File: src/rtl/im_loader_pkg.sv
// Shared definitions for the instruction-memory loader: FSM state encoding and memory geometry.
package im_pkg;

  localparam logic [1:0] S_IDLE = 2'd0;
  localparam logic [1:0] S_LOAD = 2'd1;
  localparam logic [1:0] S_CHK  = 2'd2;
  localparam logic [1:0] S_FIN  = 2'd3;

  localparam int IM_BYTES   = 2048;
  localparam int WORD_BYTES = 4;

endpackage

File: src/rtl/im_loader_word_pack.sv
// Groups accepted stream bytes into 32-bit words and flags the fourth byte of each word.
// The assembled big-endian word is only built when IM_LOADER_CHECKSUM_EN is defined.
module im_word_pack
  import im_pkg::*;
(
  input  logic        i_clk,
  input  logic        i_rst,
  input  logic        i_clr,
  input  logic        i_valid,
`ifdef IM_LOADER_CHECKSUM_EN
  input  logic [7:0]  i_byte,
  output logic [31:0] o_word,
`endif
  output logic        o_word_done
);

  logic [1:0] idx_q, idx_d;

  assign o_word_done = i_valid && (idx_q == 2'(WORD_BYTES - 1));

  // byte position inside the current word
  always_comb begin
    if (i_clr) begin
      idx_d = 2'd0;
    end else if (i_valid) begin
      idx_d = idx_q + 2'd1;
    end else begin
      idx_d = idx_q;
    end
  end

  // byte position register
  always_ff @(posedge i_clk or posedge i_rst) begin
    if (i_rst) begin
      idx_q <= 2'd0;
    end else begin
      idx_q <= idx_d;
    end
  end

`ifdef IM_LOADER_CHECKSUM_EN
  logic [23:0] sh_q, sh_d;

  // the current byte completes the word combinationally so the caller sees it on the fourth byte
  assign o_word = {sh_q, i_byte};

  // shift earlier bytes toward the MSB end
  always_comb begin
    if (i_valid) begin
      sh_d = {sh_q[15:0], i_byte};
    end else begin
      sh_d = sh_q;
    end
  end

  // shift register
  always_ff @(posedge i_clk or posedge i_rst) begin
    if (i_rst) begin
      sh_q <= 24'h000000;
    end else begin
      sh_q <= sh_d;
    end
  end
`endif

endmodule

File: src/rtl/im_loader.sv
// Byte-stream loader that writes a program image into instruction memory while stalling the CPU.
// Define IM_LOADER_CHECKSUM_EN to require a trailing XOR checksum word after the data.
module im_loader
  import im_pkg::*;
#(
  parameter int MEM_BYTES = IM_BYTES,
  parameter int ADDR_W    = 32,
  parameter int CNT_W     = 10
) (
  input  logic              i_clk,
  input  logic              i_rst,
  input  logic              i_start,
  input  logic [ADDR_W-1:0] i_base_addr,
  input  logic [CNT_W-1:0]  i_num_words,
  input  logic              i_byte_valid,
  input  logic [7:0]        i_byte_data,
  output logic              o_byte_ready,
  output logic              o_wr_en,
  output logic [ADDR_W-1:0] o_wr_addr,
  output logic [7:0]        o_wr_data,
  output logic              o_cpu_hold,
  output logic              o_busy,
  output logic              o_done,
  output logic              o_err
);

  logic [1:0]        state_q, state_d;
  logic [ADDR_W-1:0] addr_q, addr_d;
  logic [CNT_W-1:0]  words_left_q, words_left_d;
  logic              wr_en_q, wr_en_d;
  logic [ADDR_W-1:0] wr_addr_q, wr_addr_d;
  logic [7:0]        wr_data_q, wr_data_d;
  logic              hold_q, hold_d;
  logic              done_q, done_d;
  logic              err_q, err_d;

  logic              accept_s;
  logic              start_s;
  logic              pack_done_s;
  logic [ADDR_W-1:0] base_al_s;
  logic [ADDR_W:0]   end_s;
  logic              range_bad_s;

`ifdef IM_LOADER_CHECKSUM_EN
  logic [31:0]       xor_q, xor_d;
  logic [31:0]       pack_word_s;
  logic              chk_ok_q, chk_ok_d;

  assign o_byte_ready = (state_q == S_LOAD) || (state_q == S_CHK);
`else
  assign o_byte_ready = (state_q == S_LOAD);
`endif

  assign o_busy      = (state_q != S_IDLE);
  assign o_wr_en     = wr_en_q;
  assign o_wr_addr   = wr_addr_q;
  assign o_wr_data   = wr_data_q;
  assign o_cpu_hold  = hold_q;
  assign o_done      = done_q;
  assign o_err       = err_q;

  assign accept_s    = i_byte_valid && o_byte_ready;
  assign start_s     = i_start && (state_q == S_IDLE);
  assign base_al_s   = i_base_addr & ~ADDR_W'(2'd3);
  // one extra bit so a base near the top of the address space cannot wrap past the check
  assign end_s       = (ADDR_W+1)'(base_al_s) + (ADDR_W+1)'(i_num_words) * (ADDR_W+1)'(WORD_BYTES);
  assign range_bad_s = end_s > (ADDR_W+1)'(MEM_BYTES);

  im_word_pack u_pack (
    .i_clk       (i_clk),
    .i_rst       (i_rst),
    .i_clr       (start_s),
    .i_valid     (accept_s),
`ifdef IM_LOADER_CHECKSUM_EN
    .i_byte      (i_byte_data),
    .o_word      (pack_word_s),
`endif
    .o_word_done (pack_done_s)
  );

  // load sequencing, hold and completion status
  always_comb begin
    state_d      = state_q;
    addr_d       = addr_q;
    words_left_d = words_left_q;
    hold_d       = hold_q;
    done_d       = 1'b0;
    err_d        = 1'b0;
`ifdef IM_LOADER_CHECKSUM_EN
    xor_d        = xor_q;
    chk_ok_d     = chk_ok_q;
`endif
    case (state_q)
      S_IDLE: begin
        if (i_start) begin
          if (range_bad_s) begin
            err_d = 1'b1;
          end else begin
            hold_d       = 1'b1;
            addr_d       = base_al_s;
            words_left_d = i_num_words;
`ifdef IM_LOADER_CHECKSUM_EN
            xor_d        = 32'h0000_0000;
            chk_ok_d     = 1'b1;
`endif
            if (i_num_words == {CNT_W{1'b0}}) begin
              state_d = S_FIN;
            end else begin
              state_d = S_LOAD;
            end
          end
        end else begin
          state_d = S_IDLE;
        end
      end
      S_LOAD: begin
        if (accept_s) begin
          addr_d = addr_q + ADDR_W'(1'b1);
          if (pack_done_s) begin
            words_left_d = words_left_q - CNT_W'(1'b1);
`ifdef IM_LOADER_CHECKSUM_EN
            xor_d        = xor_q ^ pack_word_s;
`endif
            if (words_left_q == CNT_W'(1'b1)) begin
`ifdef IM_LOADER_CHECKSUM_EN
              state_d = S_CHK;
`else
              state_d = S_FIN;
`endif
            end else begin
              state_d = S_LOAD;
            end
          end else begin
            words_left_d = words_left_q;
          end
        end else begin
          addr_d = addr_q;
        end
      end
`ifdef IM_LOADER_CHECKSUM_EN
      S_CHK: begin
        if (accept_s && pack_done_s) begin
          chk_ok_d = (pack_word_s == xor_q);
          state_d  = S_FIN;
        end else begin
          state_d  = S_CHK;
        end
      end
      S_FIN: begin
        state_d = S_IDLE;
        hold_d  = 1'b0;
        done_d  = chk_ok_q;
        err_d   = !chk_ok_q;
      end
`else
      S_FIN: begin
        state_d = S_IDLE;
        hold_d  = 1'b0;
        done_d  = 1'b1;
      end
      S_CHK: begin
        state_d = S_IDLE;
        hold_d  = 1'b0;
      end
`endif
      default: begin
        state_d = S_IDLE;
        hold_d  = 1'b0;
      end
    endcase
  end

  // memory write port: one cycle behind byte acceptance, checksum bytes are never written
  always_comb begin
    if (accept_s && (state_q == S_LOAD)) begin
      wr_en_d   = 1'b1;
      wr_addr_d = addr_q;
      wr_data_d = i_byte_data;
    end else begin
      wr_en_d   = 1'b0;
      wr_addr_d = wr_addr_q;
      wr_data_d = wr_data_q;
    end
  end

  // state and output registers
  always_ff @(posedge i_clk or posedge i_rst) begin
    if (i_rst) begin
      state_q      <= S_IDLE;
      addr_q       <= {ADDR_W{1'b0}};
      words_left_q <= {CNT_W{1'b0}};
      wr_en_q      <= 1'b0;
      wr_addr_q    <= {ADDR_W{1'b0}};
      wr_data_q    <= 8'h00;
      hold_q       <= 1'b0;
      done_q       <= 1'b0;
      err_q        <= 1'b0;
`ifdef IM_LOADER_CHECKSUM_EN
      xor_q        <= 32'h0000_0000;
      chk_ok_q     <= 1'b0;
`endif
    end else begin
      state_q      <= state_d;
      addr_q       <= addr_d;
      words_left_q <= words_left_d;
      wr_en_q      <= wr_en_d;
      wr_addr_q    <= wr_addr_d;
      wr_data_q    <= wr_data_d;
      hold_q       <= hold_d;
      done_q       <= done_d;
      err_q        <= err_d;
`ifdef IM_LOADER_CHECKSUM_EN
      xor_q        <= xor_d;
      chk_ok_q     <= chk_ok_d;
`endif
    end
  end

endmodule

File: config.mk
export PLATFORM = sky130hd
export DESIGN_NAME = im_loader
export DESIGN_NICKNAME = d
export VERILOG_FILES = /design/src/rtl/im_loader_pkg.sv /design/src/rtl/im_loader_word_pack.sv /design/src/rtl/im_loader.sv
export SDC_FILE = /design/constraint.sdc
export NUM_CORES = 1
export LEC_CHECK = 0
export BUFFER_PORTS_ARGS = -buffer_cell sky130_fd_sc_hd__buf_4
export CAP_MARGIN = 0
export CORE_MARGIN = 3
export CORE_UTILIZATION = 57
export CTS_CLUSTER_DIAMETER = 120
export DETAILED_ROUTE_END_ITERATION = 10
export PLACE_DENSITY_LB_ADDON = 0.12
export SETUP_SLACK_MARGIN = 0.1
export SLEW_MARGIN = 0
export SYNTH_ARGS = -nofsm -noshare
export SYNTH_HDL_FRONTEND = slang
export SYNTH_SLANG_ARGS = --single-unit
File: constraint.sdc
create_clock -name i_clk -period 3.29 [get_ports i_clk]
set_clock_uncertainty 0.05 [all_clocks]
set_input_delay 0.658 -clock i_clk [delete_from_list [all_inputs] [get_ports i_clk]]
set_output_delay 0.658 -clock i_clk [all_outputs]
set_load 0.01 [all_outputs]
==> impl_metrics.csv <==
group,metric,value,unit
synth,fraction_of_synthesis_flops_using_an_asynchronous_set_or_reset_pin,1.000,
placement,numPortBuffers,97,
global_route,number_of_global_route_vias_before_repair,6106,
floorplan,total_i_o_pin_count,100,
synth,synthesis.yosys.warnings,0,
sta,layout_min_cycle_time,3.462,ns
floorplan,placeableCoreArea,9459,µm²
synth,ys_dominant_reg_cell,"sky130_fd_sc_hd__dfrtp_1",
floorplan,dieHeight,106.0,µm
power,combinationalPowerShare,0.260,
route,ant_nets,0,
power,cell_internal_pwr,1.915,mW
layout,most_frequent_cells_in_the_layout,"sky130_fd_sc_hd__buf_4, sky130_fd_sc_hd__nand2_1, sky130_fd_sc_hd__dfrtp_1",
status,result_of_the_run,"complete, but fails checks",
synth,yosysSeqAreaShare,0.3955,
route,drt-pass1-iter-count,6,
placement,place_area,7161,µm²
route,drt_wl_total,18.45,mm
route,num_vias,6202,
global_route,grt_use_total,0.3288,
route,avgViaCountPerCell,6.316,
sta,setup_slack,-0.1716,ns
route,routedWlPerCell,18.79,µm
sta,timing_max_transition_violations_final,0,
clock_network,clkLatencyLatePin,0.37,ns
setup_path,critical_path_required,3.55,ns
clock_network,h_tree_depth_reported_by_cts,3,
power,power.share.sequential,0.471,
setup_path,worstPathMaxFanout,6,
layout,drive_gt1_frac,0.3142,
global_route,grt-ovfl-total,0,
setup_path,crit_arrival,3.72,ns
clock_network,clockBufferDepth,2,
clock_network,tritoncts_num_sinks,90,
power,cellLeakagePower,3.560,nW
placement,dp_hpwl,12.99,mm
synth,postSynthAreaPerCell,8.205,µm²
clock_network,cts-buffers-inserted,9,
power,power.net_switching,0.8554,mW
global_route,antenna_violations_before_repair,0,
global_route,maximum_number_of_pins_on_one_net_before_global_route_repair,63,
layout,layout-area-overhead-vs-synth,33.71,%
layout,fin_cells,982,
clock_network,clk_root_buffer_cell,"sky130_fd_sc_hd__clkbuf_8",
sta,timing.fmax,288.9,MHz
placement,placed_cells,957,
synth,synthDistinctLibCells,77,
route,drc,0,
sta,grt_setup_unrepaired,"yes",
sta,post-route-period-util,1.052,
layout,layout.nets,918,
sta,worst_slew_margin_rel,0.5941,
clock_network,cts.clk_slew.worst_paths,0.08,ns
floorplan,overall_die_width,106.0,µm
synth,syn_inst,694,
synth,yosysTopAreaCellShare,0.3955,
power,power.ir.vdd_worst,384.0,µV
run,timing.max_cap.violations,0,
sta,finalSetupViolations,42,
power,swShare,0.3088,
setup_path,path_class,"in2reg",
status,violations,"setup timing",
sta,hold_viol,0,
synth,yosys-top-cells-area,"sky130_fd_sc_hd__dfrtp_1, sky130_fd_sc_hd__nand2_1, sky130_fd_sc_hd__a21oi_1, sky130_fd_sc_hd__nand3_1, sky130_fd_sc_hd__nor2_1",
power,power_density,363.8,nW/µm²
worst_hold_path,min-delay-path-class,"in2async",
route,starting_drc_count_in_detailed_routing,574,
setup_path,rr_startpoint,"addr_q[0]$_DFFE_PP0P_",
floorplan,initial_utilization,0.6020,
setup_path,crit_path_end,"addr_q[28]$_DFFE_PP0P_",
synth,ffs_latches_synth,90,
power,report.power.total,2.770,mW
layout,mostFrequentLayoutCell,"sky130_fd_sc_hd__buf_4",
sta,actual_slew_at_the_worst_max_slew_pin,0.6067,ns
clock_network,postCtsHoldBufs,0,
placement,routabilityCongestion,0.9246,
layout,fill_cells,669,
synth,syn_area,5694,µm²
floorplan,rows,35,
layout,final_area,7614,µm²
global_route,grt_first_pass_wirelength,29.69,mm
setup_path,ff2ff_setup_slack,0.50,ns
setup_path,startpoint_class_of_the_critical_path,"input pin",
placement,dp_worst_setup_slack,-0.8138,ns
clock_network,tritoncts_clock_tree,"yes",
power,power.clock.fraction,0.269,
setup_path,cells_on_worst_reg2reg_path,9,
floorplan,floorplan.die_area,11230,µm²
setup_path,r2r-end,"addr_q[30]$_DFFE_PP0P_",
layout,diodes,0,
synth,synth_largest_area_cell,"sky130_fd_sc_hd__dfrtp_1",
synth,mappedNetlistNets,763,
synth,synth_enable_flop_cells,0,
setup_path,timing.critical_path.to_type,"register",
setup_path,setup.worst_path.start,"i_base_addr[6]",
-- kinds of logic (layout without fill, tap and decap cells) --
group	after synthesis	in the layout	synth area share
multiplexers	3	3	0.005274
AND/OR/NAND/NOR	322	322	0.2632
XOR/XNOR	7	7	0.01077
flip-flops	90	90	0.3955
buffers and inverters	62	221	0.05076
adder cells (fa/ha/maj)	15	15	0.03428
AO/OA/AOI/OAI	195	195	0.2402
-- per-stage QoR --
step / setup TNS, ns / hold slack, ns / util
after CTS: -3.429 / 0.2658 / 0.7966
after global routing: -9.369 / 0.2806 / 0.8049
final: -4.152 / 0.2542 / 0.8049
after detailed placement: -31.95 / 0.4131 / 0.7570
after floorplan: -5.333 / 0.3937 / -
after global placement: -28.26 / 0.4091 / 0.7570
-- worst min path at each step --
stage                                endpoint  slack, ns
global placement     o_wr_data[0]$_DFFE_PP0P_       0.41
detailed placement   o_wr_data[4]$_DFFE_PP0P_       0.41
CTS                 o_wr_addr[24]$_DFFE_PP0P_       0.27
global route        o_wr_addr[23]$_DFFE_PP0P_       0.28
finish              o_wr_addr[24]$_DFFE_PP0P_       0.25
floorplan              o_cpu_hold$_DFFE_PP0P_       0.39
-- flip-flops by register name, indices dropped and copies added, names as in the netlist --
signal,cells
o_cpu_hold,1
o_wr_addr,32
o_wr_en,1
addr_q,32
words_left_q,10
o_done,1
state_q,2
u_pack.idx_q,2
o_err,1
o_wr_data,8
-- synth_stat cells, drive strengths merged, types with 11 or more instances --
library cell / instances
a31oi: 18
clkbuf: 24
o22a: 12
nor2: 50
inv: 20
o22ai: 11
o21ai: 26
a21oi: 60
and3: 13
dfrtp: 90
nand3: 38
buf: 18
o211ai: 12
ha: 14
nand2: 156
nor3: 19
-- worst max-delay path, cell delays in order --
cell and delay [ns]:
sky130_fd_sc_hd__buf_4 0.12, sky130_fd_sc_hd__ha_1 0.30, sky130_fd_sc_hd__buf_4 0.15, sky130_fd_sc_hd__and4_1 0.37, sky130_fd_sc_hd__o21ai_2 0.15, sky130_fd_sc_hd__a32o_1 0.27, sky130_fd_sc_hd__a211oi_1 0.27, sky130_fd_sc_hd__o2111ai_1 0.19
sky130_fd_sc_hd__or4_4 0.65, sky130_fd_sc_hd__buf_12 0.18, sky130_fd_sc_hd__buf_16 0.14, sky130_fd_sc_hd__a21oi_2 0.14, sky130_fd_sc_hd__o2bb2a_4 0.13
-- what timing repair did --
item | 4_1_cts | 5_1_grt
cloned | 2 | 0
setup buffers | 4 | 4
resized for setup | 22 | 10
endpoints found under the setup margin | 44 | 45
pin swaps | 2 | 5
-- per-layer routing --
metal  vias up  GRT usage  share of wire
met2       353     0.5587           0.48
met3        85    0.05161          0.083
li1       2821          -              -
met5         -          0              0
met4         0     0.1499          0.052
met1      2943     0.4136           0.38
-- layout make-up --
| class | count | area (µm²) | area share |
|---|---|---|---|
| clock inverters | 3 | 40.04 | 0.005259 |
| clock buffers | 12 | 145.1 | 0.01906 |
| multi-input cells | 542 | 3417 | 0.4488 |
| inverters | 20 | 76.32 | 0.01002 |
| well taps | 129 | 161.4 | 0.02120 |
| repair buffers | 186 | 1521 | 0.1998 |
| flip-flops and latches | 90 | 2252 | 0.2958 |
-- power by group through the flow --
stage               Clock (mW)  Combinational [mW]  Sequential [mW]
floorplan                    0               0.382             1.32
global placement             0               0.669             1.32
detailed placement           0               0.698             1.32
CTS                      0.748               0.710             1.30
global route             0.793               0.799             1.32
finish                   0.746               0.721             1.30
Power figures use the tool's default switching activity.
